==> config.mk <==
export PLATFORM = sky130hd
export DESIGN_NAME = pong_ball_ctrl
export DESIGN_NICKNAME = d
export VERILOG_FILES = /design/src/rtl/pong_ball_ctrl.sv
export SDC_FILE = /design/constraint.sdc
export NUM_CORES = 1
export LEC_CHECK = 0
export CORE_MARGIN = 3
export CORE_UTILIZATION = 35
export CTS_BUF_LIST = sky130_fd_sc_hd__clkbuf_4 sky130_fd_sc_hd__clkbuf_8
export CTS_CLUSTER_SIZE = 30
export DETAILED_ROUTE_END_ITERATION = 6
export PLACE_DENSITY = 0.65
export SYNTH_ARGS = -nofsm -noshare
export SYNTH_HDL_FRONTEND = slang
export SYNTH_SLANG_ARGS = --single-unit
==> constraint.sdc <==
create_clock -name i_Clk -period 4.6 [get_ports i_Clk]
set_clock_uncertainty 0.05 [all_clocks]
set_input_delay 0.69 -clock i_Clk [delete_from_list [all_inputs] [get_ports i_Clk]]
set_output_delay 0.69 -clock i_Clk [all_outputs]
set_load 0.03 [all_outputs]
==> src/rtl/pong_ball_ctrl.sv <==
// pong_ball_ctrl: ball motion engine for pong.
//   Runs a tile-grid ball FSM (IDLE/RUN/MISS/WAIT), bounces off the top/bottom
//   walls and the paddles, reports one-cycle score pulses and rasterises the
//   ball from the VGA column/row counts.
// Ports:
//   i_Clk, i_Rst_n            pixel clock, async active-low reset
//   i_Game_Active             1 = play running
//   i_ColCount, i_RowCount    current pixel position from vga_sync_pulses
//   i_Paddle_Y_P1/P2          top tile row of each paddle
//   o_Ball_X, o_Ball_Y        ball tile position
//   o_Draw_Ball               current pixel is the ball (1-clock latency)
//   o_P1_Scored/o_P2_Scored   one-cycle score pulses
// Optional feature macro: PONG_BALL_SPEEDUP_EN (each paddle hit shortens the
//   step period by c_BALL_SPEED/8, floored at c_BALL_SPEED/4).
module pong_ball_ctrl #(
    parameter int c_TOTAL_COLUMNS = 800,
    parameter int c_TOTAL_ROWS    = 525,
    parameter int c_GAME_WIDTH    = 40,
    parameter int c_GAME_HEIGHT   = 30,
    parameter int c_TILE_BITS     = 4,
    parameter int c_PADDLE_HEIGHT = 6,
    parameter int c_BALL_SPEED    = 1250000
) (
    input  logic       i_Clk,
    input  logic       i_Rst_n,
    input  logic       i_Game_Active,
    input  logic [9:0] i_ColCount,
    input  logic [9:0] i_RowCount,
    input  logic [5:0] i_Paddle_Y_P1,
    input  logic [5:0] i_Paddle_Y_P2,
    output logic [5:0] o_Ball_X,
    output logic [5:0] o_Ball_Y,
    output logic       o_Draw_Ball,
    output logic       o_P1_Scored,
    output logic       o_P2_Scored
);
    localparam int CW = $clog2(c_BALL_SPEED + 1);
    localparam int TW = 10 - c_TILE_BITS;
    localparam logic [5:0] c_X_CTR  = 6'(c_GAME_WIDTH / 2);
    localparam logic [5:0] c_Y_CTR  = 6'(c_GAME_HEIGHT / 2);
    localparam logic [5:0] c_X_MAX  = 6'(c_GAME_WIDTH - 1);
    localparam logic [5:0] c_Y_MAX  = 6'(c_GAME_HEIGHT - 1);

    typedef enum logic [1:0] {S_IDLE, S_RUN, S_MISS, S_WAIT} t_state;

    t_state          r_State;
    logic [CW-1:0]   r_Cnt;
    logic [5:0]      r_Ball_X, r_Ball_Y;
    logic            r_Dx_Neg, r_Dy_Neg;   // 1 = moving toward 0
    logic            r_Draw, r_P1_Scored, r_P2_Scored;

    logic            w_Term;
    logic            w_Dy_Neg, w_Dx_Neg;
    logic [5:0]      w_Y_Next, w_X_Next;
    logic            w_Hit, w_Miss_L, w_Miss_R;
    logic            w_In_P1, w_In_P2;
    logic [TW-1:0]   w_Col_Tile, w_Row_Tile;

`ifdef PONG_BALL_SPEEDUP_EN
    localparam int c_DEC = c_BALL_SPEED / 8;
    localparam int c_MIN = c_BALL_SPEED / 4;
    logic [CW-1:0] r_Period;
    logic [CW-1:0] w_Period_Hit;
    // >= rather than == so a period shrink mid-count cannot skip the terminal
    assign w_Term       = (r_Cnt >= r_Period - CW'(1));
    assign w_Period_Hit = (r_Period > CW'(c_MIN + c_DEC)) ? r_Period - CW'(c_DEC)
                                                         : CW'(c_MIN);
`else
    assign w_Term = (r_Cnt == CW'(c_BALL_SPEED - 1));
`endif

    // Paddle windows compared in 7 bits so top+height never wraps
    assign w_In_P1 = ({1'b0, w_Y_Next} >= {1'b0, i_Paddle_Y_P1}) &&
                     ({1'b0, w_Y_Next} <= {1'b0, i_Paddle_Y_P1} + 7'(c_PADDLE_HEIGHT - 1));
    assign w_In_P2 = ({1'b0, w_Y_Next} >= {1'b0, i_Paddle_Y_P2}) &&
                     ({1'b0, w_Y_Next} <= {1'b0, i_Paddle_Y_P2} + 7'(c_PADDLE_HEIGHT - 1));

    // Next ball position/direction if a step happens this cycle
    always_comb begin
        w_Dy_Neg = r_Dy_Neg;
        if (r_Ball_Y == 6'd0)
            w_Dy_Neg = 1'b0;
        else if (r_Ball_Y == c_Y_MAX)
            w_Dy_Neg = 1'b1;
        w_Y_Next = w_Dy_Neg ? r_Ball_Y - 6'd1 : r_Ball_Y + 6'd1;

        w_Dx_Neg = r_Dx_Neg;
        w_X_Next = r_Dx_Neg ? r_Ball_X - 6'd1 : r_Ball_X + 6'd1;
        w_Hit    = 1'b0;
        w_Miss_L = 1'b0;
        w_Miss_R = 1'b0;
        if (r_Ball_X == 6'd1 && r_Dx_Neg) begin
            if (w_In_P1) begin
                w_Hit    = 1'b1;
                w_Dx_Neg = 1'b0;
                w_X_Next = 6'd2;
            end else begin
                w_Miss_L = 1'b1;
                w_X_Next = 6'd0;
            end
        end else if (r_Ball_X == c_X_MAX - 6'd1 && !r_Dx_Neg) begin
            if (w_In_P2) begin
                w_Hit    = 1'b1;
                w_Dx_Neg = 1'b1;
                w_X_Next = c_X_MAX - 6'd2;
            end else begin
                w_Miss_R = 1'b1;
                w_X_Next = c_X_MAX;
            end
        end
    end

    assign w_Col_Tile = i_ColCount[9:c_TILE_BITS];
    assign w_Row_Tile = i_RowCount[9:c_TILE_BITS];

    always_ff @(posedge i_Clk or negedge i_Rst_n) begin
        if (!i_Rst_n) begin
            r_State     <= S_IDLE;
            r_Cnt       <= '0;
            r_Ball_X    <= c_X_CTR;
            r_Ball_Y    <= c_Y_CTR;
            r_Dx_Neg    <= 1'b0;
            r_Dy_Neg    <= 1'b0;
            r_Draw      <= 1'b0;
            r_P1_Scored <= 1'b0;
            r_P2_Scored <= 1'b0;
`ifdef PONG_BALL_SPEEDUP_EN
            r_Period    <= CW'(c_BALL_SPEED);
`endif
        end else begin
            r_P1_Scored <= 1'b0;
            r_P2_Scored <= 1'b0;
            r_Draw      <= (w_Col_Tile == TW'(r_Ball_X)) && (w_Row_Tile == TW'(r_Ball_Y));
            case (r_State)
                S_IDLE: begin
                    r_Cnt    <= '0;
                    r_Ball_X <= c_X_CTR;
                    r_Ball_Y <= c_Y_CTR;
`ifdef PONG_BALL_SPEEDUP_EN
                    r_Period <= CW'(c_BALL_SPEED);
`endif
                    if (i_Game_Active)
                        r_State <= S_RUN;
                end
                S_RUN: begin
                    if (!i_Game_Active) begin
                        r_State  <= S_IDLE;
                        r_Cnt    <= '0;
                        r_Ball_X <= c_X_CTR;
                        r_Ball_Y <= c_Y_CTR;
                    end else if (w_Term) begin
                        r_Cnt    <= '0;
                        r_Ball_X <= w_X_Next;
                        r_Ball_Y <= w_Y_Next;
                        r_Dx_Neg <= w_Dx_Neg;
                        r_Dy_Neg <= w_Dy_Neg;
`ifdef PONG_BALL_SPEEDUP_EN
                        if (w_Hit)
                            r_Period <= w_Period_Hit;
`endif
                        // Pulse is registered here so it is high for the MISS cycle
                        if (w_Miss_L) begin
                            r_State     <= S_MISS;
                            r_P2_Scored <= 1'b1;
                        end else if (w_Miss_R) begin
                            r_State     <= S_MISS;
                            r_P1_Scored <= 1'b1;
                        end
                    end else begin
                        r_Cnt <= r_Cnt + CW'(1);
                    end
                end
                S_MISS: begin
                    // Serve toward the player who just conceded
                    r_Dx_Neg <= (r_Ball_X == 6'd0);
                    r_Ball_X <= c_X_CTR;
                    r_Ball_Y <= c_Y_CTR;
                    r_Cnt    <= '0;
`ifdef PONG_BALL_SPEEDUP_EN
                    r_Period <= CW'(c_BALL_SPEED);
`endif
                    r_State  <= S_WAIT;
                end
                default: begin
                    if (!i_Game_Active)
                        r_State <= S_IDLE;
                end
            endcase
        end
    end

    assign o_Ball_X    = r_Ball_X;
    assign o_Ball_Y    = r_Ball_Y;
    assign o_Draw_Ball = r_Draw;
    assign o_P1_Scored = r_P1_Scored;
    assign o_P2_Scored = r_P2_Scored;

    // Frame geometry parameters are carried for integration reference only
    localparam int c_UNUSED_GEOM = c_TOTAL_COLUMNS + c_TOTAL_ROWS;
endmodule
After elaboration in Yosys (flattened, before gate mapping):

Index checks and enable logic that the tools add are counted.

* flip-flop bits (word level): 40
* input bits: 35
* word-level logic and storage cells: 98

* add/sub/neg operators: 7
* order comparisons: 4
* equality and inequality tests: 17
* multiplexer cells: 45
* reduce and logical (&&, ||, !) cells: 16

Operators by type and width (count)
* two-way mux 6 bit: 8
* two-way mux 21 bit: 2
* case mux 21 bit (2 select lines): 1
* case mux 6 bit (2 select lines): 2
* two-way mux 1 bit: 22
* adder 21 x 1 -> 21 bit, second input constant: 1
* equality test 21 bit, second input constant: 1
* two-way mux 2 bit: 8
* adder 6 x 3 -> 7 bit, second input constant: 2
* <= comparator 6 x 7 -> 1 bit: 2
* adder 6 x 1 -> 6 bit, second input constant: 2
* equality test 6 bit: 2
* greater-or-equal comparator 6 bit: 2
* logical NOT 6 bit: 2
* != test 3 bit, second input constant: 4
* subtractor 6 x 1 -> 6 bit, second input constant: 2
* equality test 6 x 1 -> 1 bit, second input constant: 1
* equality test 6 x 5 -> 1 bit, second input constant: 1
* equality test 6 bit, second input constant: 1
* != test 2 bit, second input constant: 3
* case mux 2 bit (3 select lines): 1
* AND reduction 6 bit: 1
* logical AND 1 bit: 5
* != test 4 x 1 -> 1 bit, second input constant: 1
* other kinds (11): 12

Logic depth before layout (Yosys ltp):

* word-level depth: 14
* gate-level depth with buffers: 17

Least setup slack after synthesis:

No wires, ideal clock.

* path type: reg-to-reg
* from: register r_Ball_Y[0] (netlist: o_Ball_Y[0])
* to: register r_Ball_X[1] (netlist: o_Ball_X[1])
* library setup time: 0.103 ns
* data arrival time: 3.795 ns
* data required time: 4.447 ns
* slack: 0.652 ns
* cell stages (with the launch flop): 16
* clock period less this slack: 3.948 ns
* path through: dfstp_2 buf_6 and3_4 a21oi_1 nor2_1 ha_1 a21o_2 a21oi_1 xnor2_1 ha_1 o21a_1 a21oi_1 maj3_1 maj3_2 a21o_1 o41ai_2

* cells in the longest elaborated chain, start to end: 12

RTL lines
* start, declared: line 48 `logic [5:0] r_Ball_X, r_Ball_Y;`
* start signal, assigned: line 121 `r_Ball_Y <= c_Y_CTR;`
* start signal, assigned: line 138 `r_Ball_Y <= c_Y_CTR;`
* start signal, assigned: line 150 `r_Ball_Y <= c_Y_CTR;`
* equality test 6 x 5 -> 1 bit: line 83 `else if (r_Ball_Y == c_Y_MAX)`
* two-way mux 1 bit: line 83
* two-way mux 1 bit *: line 81 `if (r_Ball_Y == 6'd0)`
* via w_Dy_Neg: line 53 `logic w_Dy_Neg, w_Dx_Neg;`
* two-way mux 6 bit *: line 85 `w_Y_Next = w_Dy_Neg ? r_Ball_Y - 6'd1 : r_Ball_Y + 6'd1;`
* <= comparator 6 x 7 -> 1 bit / greater-or-equal comparator 6 bit (equally long branches): line 76, 75
* logical AND 1 bit: line 75 `assign w_In_P2 = ({1'b0, w_Y_Next} >= {1'b0, i_Paddle_Y_P2}) &&`
* two-way mux 2 bit: line 102 `if (w_In_P2) begin`
* two-way mux 6 bit: line 101 `end else if (r_Ball_X == c_X_MAX - 6'd1 && !r_Dx_Neg) begin`
* two-way mux 6 bit *: line 92 `if (r_Ball_X == 6'd1 && r_Dx_Neg) begin`
* two-way mux 6 bit *: line 151 `end else if (w_Term) begin`
* two-way mux 6 bit *: line 146 `if (!i_Game_Active) begin`
* case mux 6 bit (2 select lines) *: line 134 `case (r_State)`
* end signal, assigned: line 137 `r_Ball_X <= c_X_CTR;`
* end signal, assigned: line 149 `r_Ball_X <= c_X_CTR;`
* end signal, assigned: line 153 `r_Ball_X <= w_X_Next;`
* end, declared: line 48

The timed path passes the listed nets; every way through them passes the cells marked *. The select of a mux whose other input is x is not followed.
A chain may end at the register's enable or synchronous reset.

Worst setup path in the final report:

Ends and elaborated chain as after synthesis.

==> impl_results.md <==
- Run status: finished, final reports clean
- Antenna violation net count after detailed routing: 0
- Synth top area share: 0.264
- Number of endpoints with negative hold slack in the final report: 0
- Clock root buffer: clkbuf_8
- Post-CTS setup buffer count: 0
- Library cell with the highest instance count after synthesis: nand2_1
- Worst max-slew margin expressed relative to the limit: 0.408
- All-Layer GR Usage: 0.154
- Post-synthesis average cell area: 8.52 sq um
- TritonCTS clock tree: built
- Number of buffers inserted for hold repair after clock tree synthesis: 0
- Synth Net Count: 446
- ANT cells: 0
- Area growth from synthesis to final layout: 19.5%
- Biggest area consumer among synthesized cells: dfrtp_1
- Number of flops mapped to enable cells by yosys: 0
- DR vias/cell: 5.59
- Final Critical Period: 4.14 ns
- TritonCTS sink count: 40
- Crit path kind: flop to flop
- Wire length of the first global-routing pass: 13200 um
- Die H: 102 um
- Die area: 10400 sq um
- Number of cells produced by synthesis: 378
- Max-cap viol count: 0
- Worst setup EP type: flop
- Final core utilization: 0.435
- Cell depth of the worst flop-to-flop path: 14
- Required time at the worst-slack endpoint: 4.74 ns
- Reg2Reg Setup Slack: 0.46 ns
- Endpoint of the worst-slack reg-to-reg timing path: o_Ball_X[1]
- Static power due to leakage: 1.64 nW
- Clock latency of the later-clocked register in the worst-skew pair: 0.29 ns
- Max H-tree Level: 2
- Routability congestion estimate from global placement: 0.852
- Max-slew violations: 0
- Multi-input gate area: 2070 sq um
- Fraction of layout instances using a drive strength above 1: 0.0576
- Initial Util: 0.364
- Most numerous cell types in the synthesized netlist: 42 x nand2_1, 34 x dfrtp_1, 34 x o21ai_0
- Sum Neg Setup Slack: 0 ns
- Count of distinct cell types in the synthesized netlist: 51
- WL per Instance: 15.1 um
- Critical Path Max Stage Delay: 0.73 ns
- Nets: 484
- Die outline width: 102 um
- Power Total: 0.818 mW
- Vias in the first global route: 2825
- Nature of the critical path startpoint: flop
- Worst reg2reg path startpoint: o_Ball_Y[0]
- Final WL: 7910 um
- Endpoints failing setup: 0
- DR pass1 iterations: 5
- Register bit total from synthesis: 40
- Final cycle utilization of the critical path: 0.899
- Worst min-delay path category: input pin to async pin
- Cell area power density: 213 nW/um^2
- Largest cells by area after synthesis: dfrtp_1 26%, ha_1 12%, o21ai_0 5.3%, dfstp_2 4.9%, nand2_1 4.9%
- Largest fanout on the critical path: 13
- Async set or reset register ratio after synthesis: 1.00
- Placed instance area: 3710 sq um
- Via count of the routed design: 2933
- Detailed placement HPWL: 5850 um
- Violation count after the first detailed-route iteration: 96
- Initial antenna violation count: 0
- Total clock buffers created by CTS: 5
- Number of buffers inserted by port buffering: 41
- Slowest CP cell: dfstp_2
- Setup repair after global routing missed its margin: false
- Clock slew at the register clock pins of the worst setup and hold paths: 0.09 ns
- Crit-path most repeated cell: a21oi_1
- Maximum clock path buffer count: 2
- Worst-Margin Slew: 0.888 ns
- Ys Warns: 0
- Predominant post-synthesis flop cell: dfrtp_1
- CTS-repair resized insts: 0
- Number of primary I/O pins: 50
- Total number of placement rows: 34
- Crit path arrival time: 4.28 ns
- Synth Cell Area: 3220 sq um
- Worst-path cell chain: and3_4 -> a21oi_1 -> nor2_1 -> ha_1 -> a21o_2 -> a21oi_1 -> xnor2_1 -> ha_1 -> o21a_1 -> a21oi_1 -> maj3_1 -> maj3_2 -> a21o_1 -> o41ai_2
- Max rail drop VDD: 139 uV
- Post-route DRC violation count: 0
- Register cell area after layout: 1010 sq um
- Number of fillers in the final layout: 875
- Max frequency: 0.242 GHz
- Pin count of the biggest net entering global routing: 41
- Grt total ovfl: 0
- Sequential area share after synthesis: 0.313
- Core area: 8850 sq um
- Final design instance area without fill: 3850 sq um
## worst max-delay path, delay by kind of cell, from the launching register on
family          cells  cell delay, ns
flops               1            0.73
fa+ha+maj           4            1.36
simple gates        2            0.56
compound gates      7            1.14
xor+xnor            1            0.19
## metrics by stage
| stage | cells | hold slack [ns] | setup slack (ns) |
|---|---|---|---|
| after CTS | 525 | 0.496 | 0.441 |
| after global routing | 525 | 0.527 | 0.163 |
| final | 525 | 0.467 | 0.464 |
| after floorplan | 378 | 0.344 | 0.652 |
| after detailed placement | 517 | 0.479 | 0.474 |
| after global placement | 517 | 0.454 | 0.521 |
## sequential cells by signal, summed over array words and instances (netlist names)
name,cells
o_Ball_X,6
o_Ball_Y,6
o_Draw_Ball,1
o_P1_Scored,1
o_P2_Scored,1
r_Cnt,21
r_Dx_Neg,1
r_Dy_Neg,1
r_State,2
## routing by layer
metal | up-vias | wire length (um) | GRT usage
met2 | 65 | 3860 | 0.268
met5 | - | 0 | 0
met3 | 2 | 318 | 0.0253
met1 | 1397 | 3720 | 0.206
met4 | 0 | 7 | 0.0262
li1 | 1469 | - | -
## cells by family (layout without fill, tap and decap cells)
family | Yosys count | in the layout | synth area share
and+or+nand+nor | 130 | 130 | 0.197
xor gates and xnor gates | 27 | 27 | 0.0735
adders and majority gates | 37 | 37 | 0.143
DFF | 40 | 40 | 0.313
buffers and inverters | 33 | 72 | 0.0443
muxes | 1 | 1 | 0.00350
AOI/OAI and AO/OA | 110 | 110 | 0.225
## power by group
part | switching (mW) | leakage [nW] | internal, mW | total (mW)
combinational | 0.0560 | 1.04 | 0.0520 | 0.108
clock | 0.127 | 0.0688 | 0.223 | 0.350
sequential | 0.00546 | 0.530 | 0.355 | 0.360
total | 0.189 | 1.64 | 0.630 | 0.818
## cells in the final DEF, fill, tap and decap left out, types with 4 or more instances in the layout
master and count:
clkbuf_8 5, a21oi_1 20, nor4_1 4, inv_1 21, nor2_1 27, nand4_1 12
xor2_1 9, o31ai_1 10, ha_1 32, dfstp_2 6, nor2b_1 5, and3_1 6
xnor2_1 18, dfrtp_1 34, nand3_1 16, nand2_1 42, o21a_1 5, a211oi_1 4
o21ai_0 34, clkdlybuf4s50_1 40, or4_1 4, o22a_1 4, a21o_1 5, nor3_1 5
## worst max path at each step
stage | from | to | slack [ns] | cells after the start
after floorplan | o_Ball_Y[0] | o_Ball_X[1] | 0.65 | 15
after CTS | o_Ball_Y[0] | o_Ball_X[1] | 0.44 | 14
after detailed placement | o_Ball_Y[0] | o_Ball_X[1] | 0.47 | 14
final | o_Ball_Y[0] | o_Ball_X[1] | 0.46 | 14
after global routing | o_Ball_Y[0] | r_State[0] | 0.16 | 16
after global placement | o_Ball_Y[0] | o_Ball_X[1] | 0.52 | 14
## final cells by class
cell class,instances,area share
Clock inverter,2,0.0156
Multi-Input combinational cell,305,0.538
Clock buffer,6,0.0198
Tap cell,108,0.0351
Timing Repair Buffer,43,0.109
Sequential cell,40,0.262
Inverter,21,0.0205
Power figures use the tool's default switching activity.
